### src/rtl/quad_pkg.sv
// Shared types and the Gray-code transition decoder for the rotary encoder front end.
package quad_pkg;

  typedef enum logic [1:0] {IDLE, SETUP, STROBE} emit_state_t;

  typedef logic signed [3:0] step_t;

  localparam logic [1:0] REST_STATE_DEFAULT = 2'b11;

  typedef struct packed {
    logic  illegal;
    step_t delta;
  } step_dec_t;

  // Position along the forward cycle 00 -> 01 -> 11 -> 10
  function automatic logic [1:0] gray_pos(input logic [1:0] ab);
    case (ab)
      2'b00:   return 2'd0;
      2'b01:   return 2'd1;
      2'b11:   return 2'd2;
      default: return 2'd3;
    endcase
  endfunction

  function automatic step_dec_t decode_step(input logic [3:0] code);
    logic [1:0] diff;
    step_dec_t  result;
    diff = gray_pos(code[1:0]) - gray_pos(code[3:2]);
    result.illegal = 1'b0;
    result.delta   = step_t'(0);
    case (diff)
      2'd1:    result.delta   = step_t'(1);
      2'd3:    result.delta   = step_t'(-1);
      2'd2:    result.illegal = 1'b1;
      default: result.delta   = step_t'(0);
    endcase
    return result;
  endfunction

endpackage

### src/rtl/quad_debounce.sv
// Two-flop synchronizer followed by a consecutive-sample debounce filter for one encoder channel.
module quad_debounce
  import quad_pkg::*;
#(
  parameter int   DEBOUNCE_CYCLES = 4,
  parameter logic REST_VALUE      = 1'b1
) (
  input  logic display_scan_clk,
  input  logic reset_n,
  input  logic raw,
  output logic filtered
);

  logic       sync_1;
  logic       sync_2;
  logic [3:0] count;

  // Filtered only moves after DEBOUNCE_CYCLES consecutive disagreeing samples
  always_ff @(posedge display_scan_clk or negedge reset_n) begin
    if (!reset_n) begin
      sync_1   <= REST_VALUE;
      sync_2   <= REST_VALUE;
      filtered <= REST_VALUE;
      count    <= 4'd0;
    end else begin
      sync_1 <= raw;
      sync_2 <= sync_1;
      if (sync_2 == filtered) begin
        count <= 4'd0;
      end else if (count == 4'(DEBOUNCE_CYCLES - 1)) begin
        filtered <= sync_2;
        count    <= 4'd0;
      end else begin
        count <= count + 4'd1;
      end
    end
  end

endmodule

### src/rtl/quad_decoder.sv
// Rotary encoder front end: debounced quadrature decode producing one up/down-qualified pulse per detent.
module quad_decoder
  import quad_pkg::*;
#(
  parameter int         DEBOUNCE_CYCLES  = 4,
  parameter int         STEPS_PER_DETENT = 4,
  parameter logic [1:0] REST_STATE       = REST_STATE_DEFAULT
) (
  input  logic display_scan_clk,
  input  logic reset_n,
  input  logic enc_a,
  input  logic enc_b,
  output logic up,
  output logic down,
  output logic pulse,
  output logic err
);

  localparam step_t STEP_MAX = step_t'(STEPS_PER_DETENT);
  localparam step_t STEP_MIN = -STEP_MAX;

  logic        filt_a;
  logic        filt_b;
  logic [1:0]  cur_ab;
  logic [1:0]  prev_ab;
  step_dec_t   dec;
  step_t       delta;
  step_t       acc;
  step_t       acc_sum;
  step_t       acc_next;
  logic        detent_cw;
  logic        detent_ccw;
  emit_state_t state;

  quad_debounce #(
    .DEBOUNCE_CYCLES(DEBOUNCE_CYCLES),
    .REST_VALUE     (REST_STATE[1])
  ) u_debounce_a (
    .display_scan_clk(display_scan_clk),
    .reset_n         (reset_n),
    .raw             (enc_a),
    .filtered        (filt_a)
  );

  quad_debounce #(
    .DEBOUNCE_CYCLES(DEBOUNCE_CYCLES),
    .REST_VALUE     (REST_STATE[0])
  ) u_debounce_b (
    .display_scan_clk(display_scan_clk),
    .reset_n         (reset_n),
    .raw             (enc_b),
    .filtered        (filt_b)
  );

  assign cur_ab = {filt_a, filt_b};

  // Detent is judged only on arrival at the rest position; anything short of a full count is dropped
  always_comb begin
    dec        = decode_step({prev_ab, cur_ab});
    delta      = dec.delta;
    acc_sum    = acc + delta;
    acc_next   = acc;
    detent_cw  = 1'b0;
    detent_ccw = 1'b0;
    if (acc_sum > STEP_MAX) acc_sum = STEP_MAX;
    if (acc_sum < STEP_MIN) acc_sum = STEP_MIN;
    if (dec.illegal) begin
      acc_next = step_t'(0);
    end else if (delta != step_t'(0)) begin
      if (cur_ab == REST_STATE) begin
        detent_cw  = (acc_sum == STEP_MAX);
        detent_ccw = (acc_sum == STEP_MIN);
        acc_next   = step_t'(0);
      end else begin
        acc_next = acc_sum;
      end
    end
  end

  always_ff @(posedge display_scan_clk or negedge reset_n) begin
    if (!reset_n) begin
      prev_ab <= REST_STATE;
      acc     <= step_t'(0);
      err     <= 1'b0;
    end else begin
      prev_ab <= cur_ab;
      acc     <= acc_next;
      err     <= dec.illegal;
    end
  end

  // Qualifiers settle a full cycle ahead of the pulse edge and stay put until the next detent
  always_ff @(posedge display_scan_clk or negedge reset_n) begin
    if (!reset_n) begin
      state <= IDLE;
      up    <= 1'b0;
      down  <= 1'b0;
      pulse <= 1'b0;
    end else begin
      case (state)
        IDLE: begin
          pulse <= 1'b0;
          if (detent_cw || detent_ccw) begin
            up    <= detent_cw;
            down  <= detent_ccw;
            state <= SETUP;
          end
        end
        SETUP: begin
          pulse <= 1'b1;
          state <= STROBE;
        end
        STROBE: begin
          pulse <= 1'b0;
          state <= IDLE;
        end
        default: begin
          pulse <= 1'b0;
          state <= IDLE;
        end
      endcase
    end
  end

endmodule

### config.mk
export PLATFORM = sky130hd
export DESIGN_NAME = quad_decoder
export DESIGN_NICKNAME = d
export VERILOG_FILES = /design/src/rtl/quad_pkg.sv /design/src/rtl/quad_debounce.sv /design/src/rtl/quad_decoder.sv
export SDC_FILE = /design/constraint.sdc
export NUM_CORES = 1
export LEC_CHECK = 0
export BUFFER_PORTS_ARGS = -buffer_cell sky130_fd_sc_hd__buf_2
export CORE_AREA = 5 5 55 52
export CTS_CLUSTER_DIAMETER = 100
export CTS_CLUSTER_SIZE = 14
export DETAILED_ROUTE_END_ITERATION = 6
export DIE_AREA = 0 0 60 57
export GPL_TIMING_DRIVEN = 0
export PLACE_DENSITY = 0.81
export SYNTH_ARGS = -nofsm -noshare
export SYNTH_HDL_FRONTEND = slang
export SYNTH_HIERARCHICAL = 1
export SYNTH_SLANG_ARGS = --single-unit
### constraint.sdc
create_clock -name display_scan_clk -period 6.15 [get_ports display_scan_clk]
set_clock_uncertainty 0.05 [all_clocks]
set_input_delay 1.5375 -clock display_scan_clk [delete_from_list [all_inputs] [get_ports display_scan_clk]]
set_output_delay 1.5375 -clock display_scan_clk [all_outputs]
set_load 0.005 [all_outputs]
## Word-level counts from Yosys, hierarchy flattened

Cells that the tools add are included.

| storage, ports and cells | value |
|---|---|
| bits of input ports | 4 |
| bits in registers | 26 |

| operators by class | value |
|---|---|
| eq/ne operators | 15 |
| reductions and logical operators | 9 |
| bitwise logic cells | 2 |
| mux-type cells | 22 |
| magnitude comparators | 2 |
| add/sub/neg operators | 4 |

Operator list:

| cell | count |
|---|---|
| two-way mux 4 bit | 9 |
| one-hot mux 2 bit (3 select lines) | 2 |
| adder 4 x 1 -> 4 bit, second input constant | 2 |
| == test 2 x 1 -> 1 bit, second input constant | 4 |
| == test 2 bit, second input constant | 4 |
| == test 4 x 2 -> 1 bit, second input constant | 2 |
| two-way mux 1 bit | 8 |
| one-hot mux 4 bit (2 select lines) | 1 |
| logical NOT 2 bit | 3 |
| AND reduction 2 bit | 3 |
| adder 4 bit | 1 |
| == test 4 x 3 -> 1 bit, second input constant | 1 |
| == test 4 bit, second input constant | 1 |
| > comparator 4 bit, second input constant | 1 |
| less-than comparator 4 x 3 -> 1 bit, second input constant | 1 |
| one-hot mux 2 bit (2 select lines) | 1 |
| nonzero test 4 bit | 1 |
| == test 1 bit | 2 |
| two-way mux 2 bit | 1 |
| != test 2 bit, second input constant | 1 |
| NOT 1 bit | 2 |
| nonzero test 2 bit | 1 |
| subtractor 2 bit | 1 |
| logical OR 1 bit | 1 |

## Logic depth before layout (Yosys ltp)

Gate-level depths: netlist of the first run.

| logic depth | value |
|---|---|
| depth in word-level cells | 17 |
| mapped depth | 13 |
| gate-level depth less buffers | 13 |

## Modules after synthesis

Netlist of the first run, hierarchy kept.

Modules (own cells, without submodules):

| module | area each (um2) | times used | cells each |
|---|---|---|---|
| quad_decoder | 755.7 | 1 | 71 |
| quad_debounce (u_debounce_b) | 307.8 | 1 | 20 |
| quad_debounce (u_debounce_a) | 291.5 | 1 | 20 |

## Least setup slack after synthesis of the first run

No wires, ideal clock.

| timing | value |
|---|---|
| path kind | reg-to-reg |
| from | reg u_debounce_b.filtered |
| to | reg down |
| stages on the path, launching flop included | 13 |
| arrival | 3.039 ns |
| required time | 5.975 ns |
| clock period less this slack | 3.214 ns |
| path slack | 2.936 ns |
| library setup time | 0.125 ns |
| cell sequence | dfstp_2 inv_1 ha_1 ha_1 xnor3_2 nor2_1 xor2_1 ha_1 or3_1 a211oi_4 nor2_4 o21a_1 a2bb2oi_1 |

| between the ends | value |
|---|---|
| cells in the longest elaborated chain, start to end | 16 |
| elaborated cells between the ends (all ways) | 26 |

Ends and longest elaborated chain:

| item | RTL line | source |
|---|---|---|
| start: declaration | quad_debounce.sv:11 | `output logic filtered` |
| start signal: assignment | quad_debounce.sv:31 | `filtered <= sync_2;` |
| == test 2 bit (tied with other cells) | quad_pkg.sv:17, quad_decoder.sv:70 |  |
| one-hot mux 2 bit (3 select lines) | quad_pkg.sv:17 | `case (ab)` |
| subtractor 2 bit | quad_pkg.sv:28 | `diff = gray_pos(code[1:0]) - gray_pos(code[3:2]);` |
| == test 2 bit or == test 2 x 1 -> 1 bit (tied branches) | quad_pkg.sv:31 | `case (diff)` |
| one-hot mux 4 bit (2 select lines) | quad_pkg.sv:31 |  |
| adder 4 bit | quad_decoder.sv:61 | `acc_sum = acc + delta;` |
| > comparator 4 bit | quad_decoder.sv:65 | `if (acc_sum > STEP_MAX) acc_sum = STEP_MAX;` |
| two-way mux 4 bit | quad_decoder.sv:65 |  |
| less-than comparator 4 x 3 -> 1 bit | quad_decoder.sv:66 | `if (acc_sum < STEP_MIN) acc_sum = STEP_MIN;` |
| two-way mux 4 bit | quad_decoder.sv:66 |  |
| == test 4 bit or == test 4 x 3 -> 1 bit (tied branches) | quad_decoder.sv:71, quad_decoder.sv:72 |  |
| two-way mux 1 bit | quad_decoder.sv:70 | `if (cur_ab == REST_STATE) begin` |
| two-way mux 1 bit | quad_decoder.sv:69 | `end else if (delta != step_t'(0)) begin` |
| two-way mux 1 bit | quad_decoder.sv:67 | `if (dec.illegal) begin` |
| logical OR 1 bit | quad_decoder.sv:103 | `if (detent_cw \|\| detent_ccw) begin` |
| AND reduction 2 bit (no line) | -- |  |
| end signal: assignment | quad_decoder.sv:105 | `down <= detent_ccw;` |
| end: declaration | quad_decoder.sv:14 | `output logic down,` |

Several ways; a longest one is shown, not always the timed one.
A chain may end at the register's enable or synchronous reset.

## Worst setup path in the final report of the first run

| timing | value |
|---|---|
| from | reg u_debounce_b.filtered |
| to | reg acc[0] |

| between the ends | value |
|---|---|
| cells in the longest elaborated chain, start to end | 13 |
| elaborated cells between the ends (all ways) | 20 |

Ends and longest elaborated chain:

| item | RTL line | source |
|---|---|---|
| == test 2 bit (tied with other cells) | quad_pkg.sv:17, quad_decoder.sv:70 |  |
| one-hot mux 2 bit (3 select lines) | quad_pkg.sv:17 |  |
| subtractor 2 bit | quad_pkg.sv:28 |  |
| == test 2 bit or == test 2 x 1 -> 1 bit (tied branches) | quad_pkg.sv:31 |  |
| one-hot mux 4 bit (2 select lines) | quad_pkg.sv:31 |  |
| adder 4 bit | quad_decoder.sv:61 |  |
| > comparator 4 bit | quad_decoder.sv:65 |  |
| two-way mux 4 bit | quad_decoder.sv:65 |  |
| less-than comparator 4 x 3 -> 1 bit | quad_decoder.sv:66 |  |
| two-way mux 4 bit | quad_decoder.sv:66 |  |
| two-way mux 4 bit | quad_decoder.sv:70 |  |
| two-way mux 4 bit | quad_decoder.sv:69 |  |
| two-way mux 4 bit | quad_decoder.sv:67 |  |
| end signal: assignment | quad_decoder.sv:83 | `acc <= step_t'(0);` |
| end signal: assignment | quad_decoder.sv:87 | `acc <= acc_next;` |
| end: declaration | quad_decoder.sv:28 | `step_t acc;` |

Several ways; a longest one is shown, not always the timed one. The select of a mux whose other input is x is not followed.

==> results of run 1 <==
state kept, by name (all words and copies together) (netlist names), 2 cells and up:
| signal | cells |
|---|---|
| prev_ab | 2 |
| u_debounce_a/count | 4 |
| acc | 4 |
| u_debounce_b/count | 4 |
| state | 2 |
worst paths after layout:
kind | from | cells after the start | endpoint
min | u_debounce_a/sync_1 | 0 | u_debounce_a/sync_2
min reg2reg | u_debounce_a/sync_1 | 0 | u_debounce_a/sync_2
max in group asynchronous | reset_n | 1 | u_debounce_b/sync_2
max reg2reg | u_debounce_b/filtered | 12 | acc[0]
min in group asynchronous | reset_n | 1 | acc[3]
max | u_debounce_b/filtered | 12 | acc[0]
metrics by stage:
stage          hold WS [ns]  area [um2]  setup slack (ns)  cells
2_1_floorplan         0.295        1360              2.94    111
3_3_place_gp          0.295        1430              2.82    146
3_5_place_dp          0.297        1430              2.70    146
4_1_cts               0.316        1480              2.67    150
5_1_grt               0.325        1480              2.43    150
6_report              0.316        1480              2.70    150
cell families after synthesis:
family	count (synthesis)	share of synthesized area, %
fa+ha+maj	9	8.31
compound gates	25	16.7
buf+inv	6	1.75
xor+xnor	5	4.34
flops	26	48.8
simple gates	38	18.5
mux	2	1.66
final cells by class:
cell class / count / area (um2) / area share (%)
tap: 28 / 35.0 / 2.37
timing repair buffer: 7 / 35.0 / 2.37
buffer: 1 / 5.00 / 0.339
clock inverter: 1 / 30.0 / 2.03
inverter: 5 / 18.8 / 1.27
multi-input combinational: 79 / 671 / 45.4
clock buffer: 3 / 22.5 / 1.52
sequential: 26 / 661 / 44.7
metal layers:
layer  up-vias  wire length [um]  part of all wire [%]
met4         0                14                  0.65
met3         4                85                   4.0
li1        418                 -                     -
met5         -                 0                     0
met2        17              1110                    52
met1       419               933                    44
placed cells by master, fill, tap and decap left out, types with 3 or more instances in the layout:
cell and count:
nor2b_1 4, xnor2_1 3, buf_2 8, dfstp_2 8, nor2_1 8, nand2_1 5
dfrtp_1 18, nand2b_1 3, a21oi_1 3, o21ai_1 3, ha_1 9, clkbuf_4 3
inv_1 5
==> metrics.txt, run 1 <==
HP Class register to register; die width 60 um; WP data required 6.31 ns; H-tree depth 1; final setup TNS 0 ns; GR Util met3 3.39%; Seq/Total Area, Yosys 48.8%; area share of the largest cell type after synthesis 33.2%; most common cell in the netlist dfrtp_1; Setup crit end kind register; Skew-Pair Late Insertion Delay 0.31 ns; Top FF cell, synth dfrtp_1; Port-buffer cells 7; first-pass GRT wire length 3860 um; number of synthesis warnings 6; Root Buffer clkbuf_4; ys async rst share 100%; max-slew violations 0; critical path fanouts, max 8; Cells after Synth 111; status completed; DPL Wire Length 1650 um; final number of setup-violating endpoints 0; dominant cell type by area after synthesis dfrtp_1; Fin. Hold Viols 0; clk sinks 26; Final Util 64.3%; vias in the first global route 870; initial DRC count 11; n_diodes 0; gr ovfl total 0; post-synth cell types 45; die height 57 um; Synth Register Bits 26; grt peak-use layer met2; Slew headroom 64.2%; Worst Setup Start Kind register; GR Util met1 19.8%; core area 2300 um2; DR vias 858; synth top area cells dfrtp_1 (33%), dfstp_2 (16%), ha_1 (8.3%); Setup Fix Bufs, Post-CTS 0; area grow syn2layout 9.05%; post-route ant nets 0; Post-Syn Area 1360 um2; Clock Pin Slew Worst Setup and Hold Paths 0.14 ns; Gates resized, CTS repair 0; CTS hold repair buffers 0; initial antenna violation count 0; # rows 17; Worst R2R Setup Slack 2.70 ns; crit path DAT 3.61 ns; syn nets 124; Slowest cell on crit path dfstp_2; unrepaired setup endpoints after global routing no; vias per cell 5.72; Layout Nets 136; cell mode on critical path ha_1; synth cell count leaders dfrtp_1 (18), ha_1 (9), dfstp_2 (8), nor2_1 (8); largest net degree at the start of global routing 27; CP delay by family, top XOR/XNOR gates; Num CTS Buffers 3; fillcell total 165; max-cap violations 0; Routed wire per std cell 14.3 um; Initial Util 59.0%; Total GRT Usage 14.6%; Fmax 0.290 GHz; worst path bufs/invs 1; met2 global-route usage 23.5%; drt total wl 2140 um; ratio of cells with drive above 1 in the final layout 29.5%; router iterations before antenna repair 4; GPL Wtd Cong 0.748; crit path kind register to register; worst-case clock buffer depth 2; post-route clock period utilization 56.1%; die area 3420 um2; DRC Markers 0; I/O pin count 8; Slew @ Worst Pin 0.537 ns; CTS tree built; EDFF count, synth 0; post-layout min period 3.45 ns; crit path cell chain inv_1, ha_1, ha_1, xnor3_2, nor2_1, xor2_1, ha_1, or3_1, a211oi_4, nor2_4, xnor2_1, o21ai_1; CP max stage delay 0.64 ns; mean post-synth cell area 12.2 um2
Power of run 1 is left out: the tool's default activity adds up to more than one toggle a clock period on the data nets, which glitch-free logic cannot reach.
==> run 2, diff against run 1 <==
Settings changed: CORE_AREA 5 5 55 52 to 5 5 60 56, DIE_AREA 0 0 60 57 to 0 0 65 61, PLACE_DENSITY 0.81 to 0.72.
Clock period 6.15 ns to 3.1 ns, I/O delays scaled along.
==> run 2 against run 1 <==
Effect of this change:
- flip-flop and latch count is the same
- clock-buffer cell count grew 1
- utilization shrank 2.8 points
- cell count grew 7.3%
- critical path type unchanged
- setup slack lost 2.6 ns
- critical endpoint is now down
- critical path depth grew 1
==> metrics.txt, run 2 (synthesis gave the netlist of run 1 again) <==
initial antenna violation count 0; n_diodes 0; Routed wire per std cell 14.9 um; clk sinks 26; placed standard-cell area 1430 um2; Num CTS Buffers 3; gr ovfl total 0; max-cap violations 0; Slew headroom 63.8%; status completed; ratio of cells with drive above 1 in the final layout 44.3%; max-slew violations 0; core area 2680 um2; final number of setup-violating endpoints 0; I/O pin count 8; vias in the first global route 858; CTS tree built; fillcell total 205; # rows 18; die area 3970 um2; post-layout min period 3.02 ns; Layout Nets 145; vias per cell 5.64; Slew @ Worst Pin 0.542 ns; Setup crit end kind register; final setup TNS 0 ns; crit path DAT 3.18 ns; post-route ant nets 0; CTS hold repair buffers 0; first-pass GRT wire length 3880 um; HP Class register to register; Skew-Pair Late Insertion Delay 0.30 ns; most common cell after layout, fill and taps aside dfrtp_1; area grow syn2layout 21.7%; die width 65 um; H-tree depth 1; crit path kind register to register; Fmax 0.331 GHz; pre-CTS setup slack -0.206 ns; Initial Util 50.6%; DPL Wire Length 1610 um; largest registers acc: 4 flops, u_debounce_a/count: 4 flops, u_debounce_b/count: 4 flops; most frequent cells in the layout dfrtp_1 (18), buf_4 (9), dfstp_2 (8); WP data required 3.26 ns; die height 61 um; largest net degree at the start of global routing 27; Total GRT Usage 12.7%; Clock Pin Slew Worst Setup and Hold Paths 0.13 ns; Fin. Hold Viols 0; router iterations before antenna repair 4; post-route clock period utilization 97.5%; final hold slack 0.315 ns; Root Buffer clkbuf_4; GPL Wtd Cong 0.793; Port-buffer cells 7; DRC Markers 0; Worst Setup Start Kind register; critical path fanouts, max 6; worst-case clock buffer depth 2; drt total wl 2390 um; DR vias 908; initial DRC count 33; worst setup margin 0.0784 ns; final instance area 1650 um2
-- run 2: cell types whose count changed in the layout (fill, tap and decap cells not counted), moves of 2 or more --
cell,previous run,this run
buf_4,0,9
ha_1,9,3
inv_1,5,3
ha_4,0,5
-- run 2: per-layer routing --
layer  GRT usage (%)  vias to the layer above  share of wire [%]
met5               0                        -                  0
met2            22.6                       11                 51
met3            1.85                        2                2.7
met1            16.8                      455                 46
li1                -                      440                  -
met4            2.71                        0               0.54
-- run 2: cell type report --
type                            count  area (um2)  share of cell area [%]
Timing Repair Buffer               16         103                    6.22
Sequential cell                    26         661                    40.1
Inverter                            5        22.5                    1.37
Clock buffer                        4        36.3                    2.20
Tap cell                           30        37.5                    2.28
Multi-Input combinational cell     79         774                    47.0
Buffer                              1        15.0                   0.910
-- run 2: what timing repair did --
| action | 4_1_cts | 5_1_grt |
|---|---|---|
| gates resized for setup | 3 | 16 |
| setup endpoints to repair | 6 | 6 |
| pin swaps | 1 | 5 |
| buffers inserted | 3 | 6 |
-- run 2: path summary, 6_finish.rpt --
kind | slack (ns) | endpoint | start | depth (start not counted)
worst max-delay path | 0.08 | down | prev_ab[0] | 13
worst min-delay path | 0.32 | u_debounce_b/sync_2 | u_debounce_b/sync_1 | 0
worst max register to register | 0.08 | down | prev_ab[0] | 13
worst min register to register | 0.32 | u_debounce_b/sync_2 | u_debounce_b/sync_1 | 0
max in group asynchronous | 2.24 | u_debounce_b/filtered | reset_n | 1
min in group asynchronous | 0.38 | pulse | reset_n | 1
-- run 2: through the flow --
stage          util, %  cells
3_3_place_gp      53.3    148
3_5_place_dp      53.3    148
2_1_floorplan        -    111
4_1_cts           55.8    155
5_1_grt           61.5    161
6_report          61.5    161
-- run 2: worst max-delay path, cell delays in order, from the launching register on --
cell	delay (ns)
dfstp_2	0.57
inv_1	0.07
ha_4	0.27
inv_2	0.04
ha_4	0.26
buf_8	0.13
clkinvlp_4	0.13
ha_4	0.20
ha_4	0.16
or3_4	0.34
a211oi_4	0.32
nor2_4	0.10
o21a_1	0.19
a2bb2oi_1	0.12
Power of run 2 is left out for the same reason.
==> run 3, diff against run 2 <==
Settings changed: CORE_AREA 5 5 60 56 to 5 5 64 61, DIE_AREA 0 0 65 61 to 0 0 69 66, PLACE_DENSITY 0.72 to not set.
==> run 3 against run 2 <==
Effect of this change:
- register-to-register slack improved by 0.09 ns
- setup slack improved by 0.090 ns
- utilization fell by 11 points
- via count fell by 4.6%
- non-clock buffer count did not move
- hold slack improved by 0.0027 ns
- maximum frequency rose by 3.1%
- global-route usage fell by 2.4 points
- flip-flop and latch count did not move
- sequential share of layout area rose by 1.1 points
- die area rose by 15%
- highest routed layer unchanged
==> metrics.txt, run 3 (synthesis gave the netlist of run 1 again) <==
status completed; Skew-Pair Late Insertion Delay 0.32 ns; WP data required 3.25 ns; Initial Util 42.3%; worst setup margin 0.168 ns; grt peak-use layer met2; crit path kind register to register; I/O pin count 8; max-cap violations 0; drt total wl 2180 um; largest net degree at the start of global routing 27; clk sinks 26; core area 3200 um2; # rows 20; area grow syn2layout 18.6%; CTS hold repair buffers 0; die height 66 um; H-tree depth 1; vias in the first global route 909; Slowest cell on crit path dfstp_2; Num CTS Buffers 3; initial antenna violation count 0; Layout Nets 145; GR Util met3 1.82%; crit path cell chain inv_1, ha_1, ha_4, buf_6, inv_2, ha_4, ha_2, or3_4, a211oi_4, nor2_4, o21a_1, a2bb2oi_1; post-route ant nets 0; most frequent cells in the layout dfrtp_1 (18), buf_2 (8), dfstp_2 (8), buf_4 (8), nor2_1 (7); largest registers acc: 4 flops, u_debounce_a/count: 4 flops, u_debounce_b/count: 4 flops; GPL Wtd Cong 0.781; Slew headroom 63.7%; CP max stage delay 0.56 ns; pre-CTS setup slack -0.202 ns; DR vias 866; vias per cell 4.95; most common cell after layout, fill and taps aside dfrtp_1; final number of setup-violating endpoints 0; router iterations before antenna repair 3; Fmax 0.341 GHz; placed standard-cell area 1450 um2; Port-buffer cells 7; Slew @ Worst Pin 0.545 ns; first-pass GRT wire length 3880 um; cell mode on critical path ha_4; HP Class register to register; final instance area 1610 um2; initial DRC count 14; CP delay by family, top adder cells; die width 69 um; GR Util met1 13.9%; max-slew violations 0; Fin. Hold Viols 0; Routed wire per std cell 12.5 um; CTS tree built; worst-case clock buffer depth 2; worst path bufs/invs 3; Total GRT Usage 10.3%; die area 4550 um2; DPL Wire Length 1520 um; Clock Pin Slew Worst Setup and Hold Paths 0.14 ns; post-layout min period 2.93 ns; DRC Markers 0; met2 global-route usage 16.8%; Root Buffer clkbuf_4; gr ovfl total 0; n_diodes 0; post-route clock period utilization 94.6%; Final Util 50.2%; Worst Setup Start Kind register; Setup crit end kind register; final setup TNS 0 ns; crit path DAT 3.09 ns; critical path fanouts, max 5; ratio of cells with drive above 1 in the final layout 40.5%
[run 3: final cells by class]
| type | count | area, um2 |
|---|---|---|
| Clock inverter | 1 | 30.0 |
| Timing Repair Buffer | 16 | 100 |
| Tap cell | 44 | 55.1 |
| Multi-Input combinational cell | 79 | 708 |
| Buffer | 1 | 11.3 |
| Sequential cell | 26 | 661 |
| Clock buffer | 3 | 22.5 |
| Fill cell | 306 | 1600 |
| Inverter | 5 | 18.8 |
[run 3: worst paths after layout]
| path | start | end | slack [ns] | cells past startpoint |
|---|---|---|---|---|
| max | u_debounce_b/filtered | down | 0.17 | 12 |
| min | u_debounce_a/sync_1 | u_debounce_a/sync_2 | 0.32 | 0 |
| max reg2reg | u_debounce_b/filtered | down | 0.17 | 12 |
| min reg2reg | u_debounce_a/sync_1 | u_debounce_a/sync_2 | 0.32 | 0 |
| max in group asynchronous | reset_n | u_debounce_b/sync_2 | 2.24 | 1 |
| min in group asynchronous | reset_n | u_debounce_b/count[2] | 0.36 | 1 |
[run 3: what timing repair did]
item / CTS / global route
buffers inserted: 5 / 4
pin swaps: 2 / 4
cloned: 0 / 1
gates resized for setup: 4 / 7
hold endpoints to repair: 0 / 0
setup endpoints to repair: 6 / 6
[run 3: metrics by stage]
stage                     hold WS, ns  instances
after floorplan                 0.295        111
after global placement          0.296        162
after detailed placement        0.298        162
after CTS                       0.319        171
after global routing            0.324        175
final                           0.318        175
[run 3: worst reg2reg max path, delay by kind of cell, from the launching register on]
kind	cells	cell delay [ns]
compound gates	3	0.63
fa+ha+maj	4	0.94
buf+inv	3	0.20
flops	1	0.56
simple gates	2	0.43
[run 3: metal layers]
layer	vias to the layer above	share of wire, %
met3	2	2.7
met5	-	0
met1	420	47
met4	0	0.69
li1	439	-
met2	5	49
Power of run 3 is left out for the same reason.
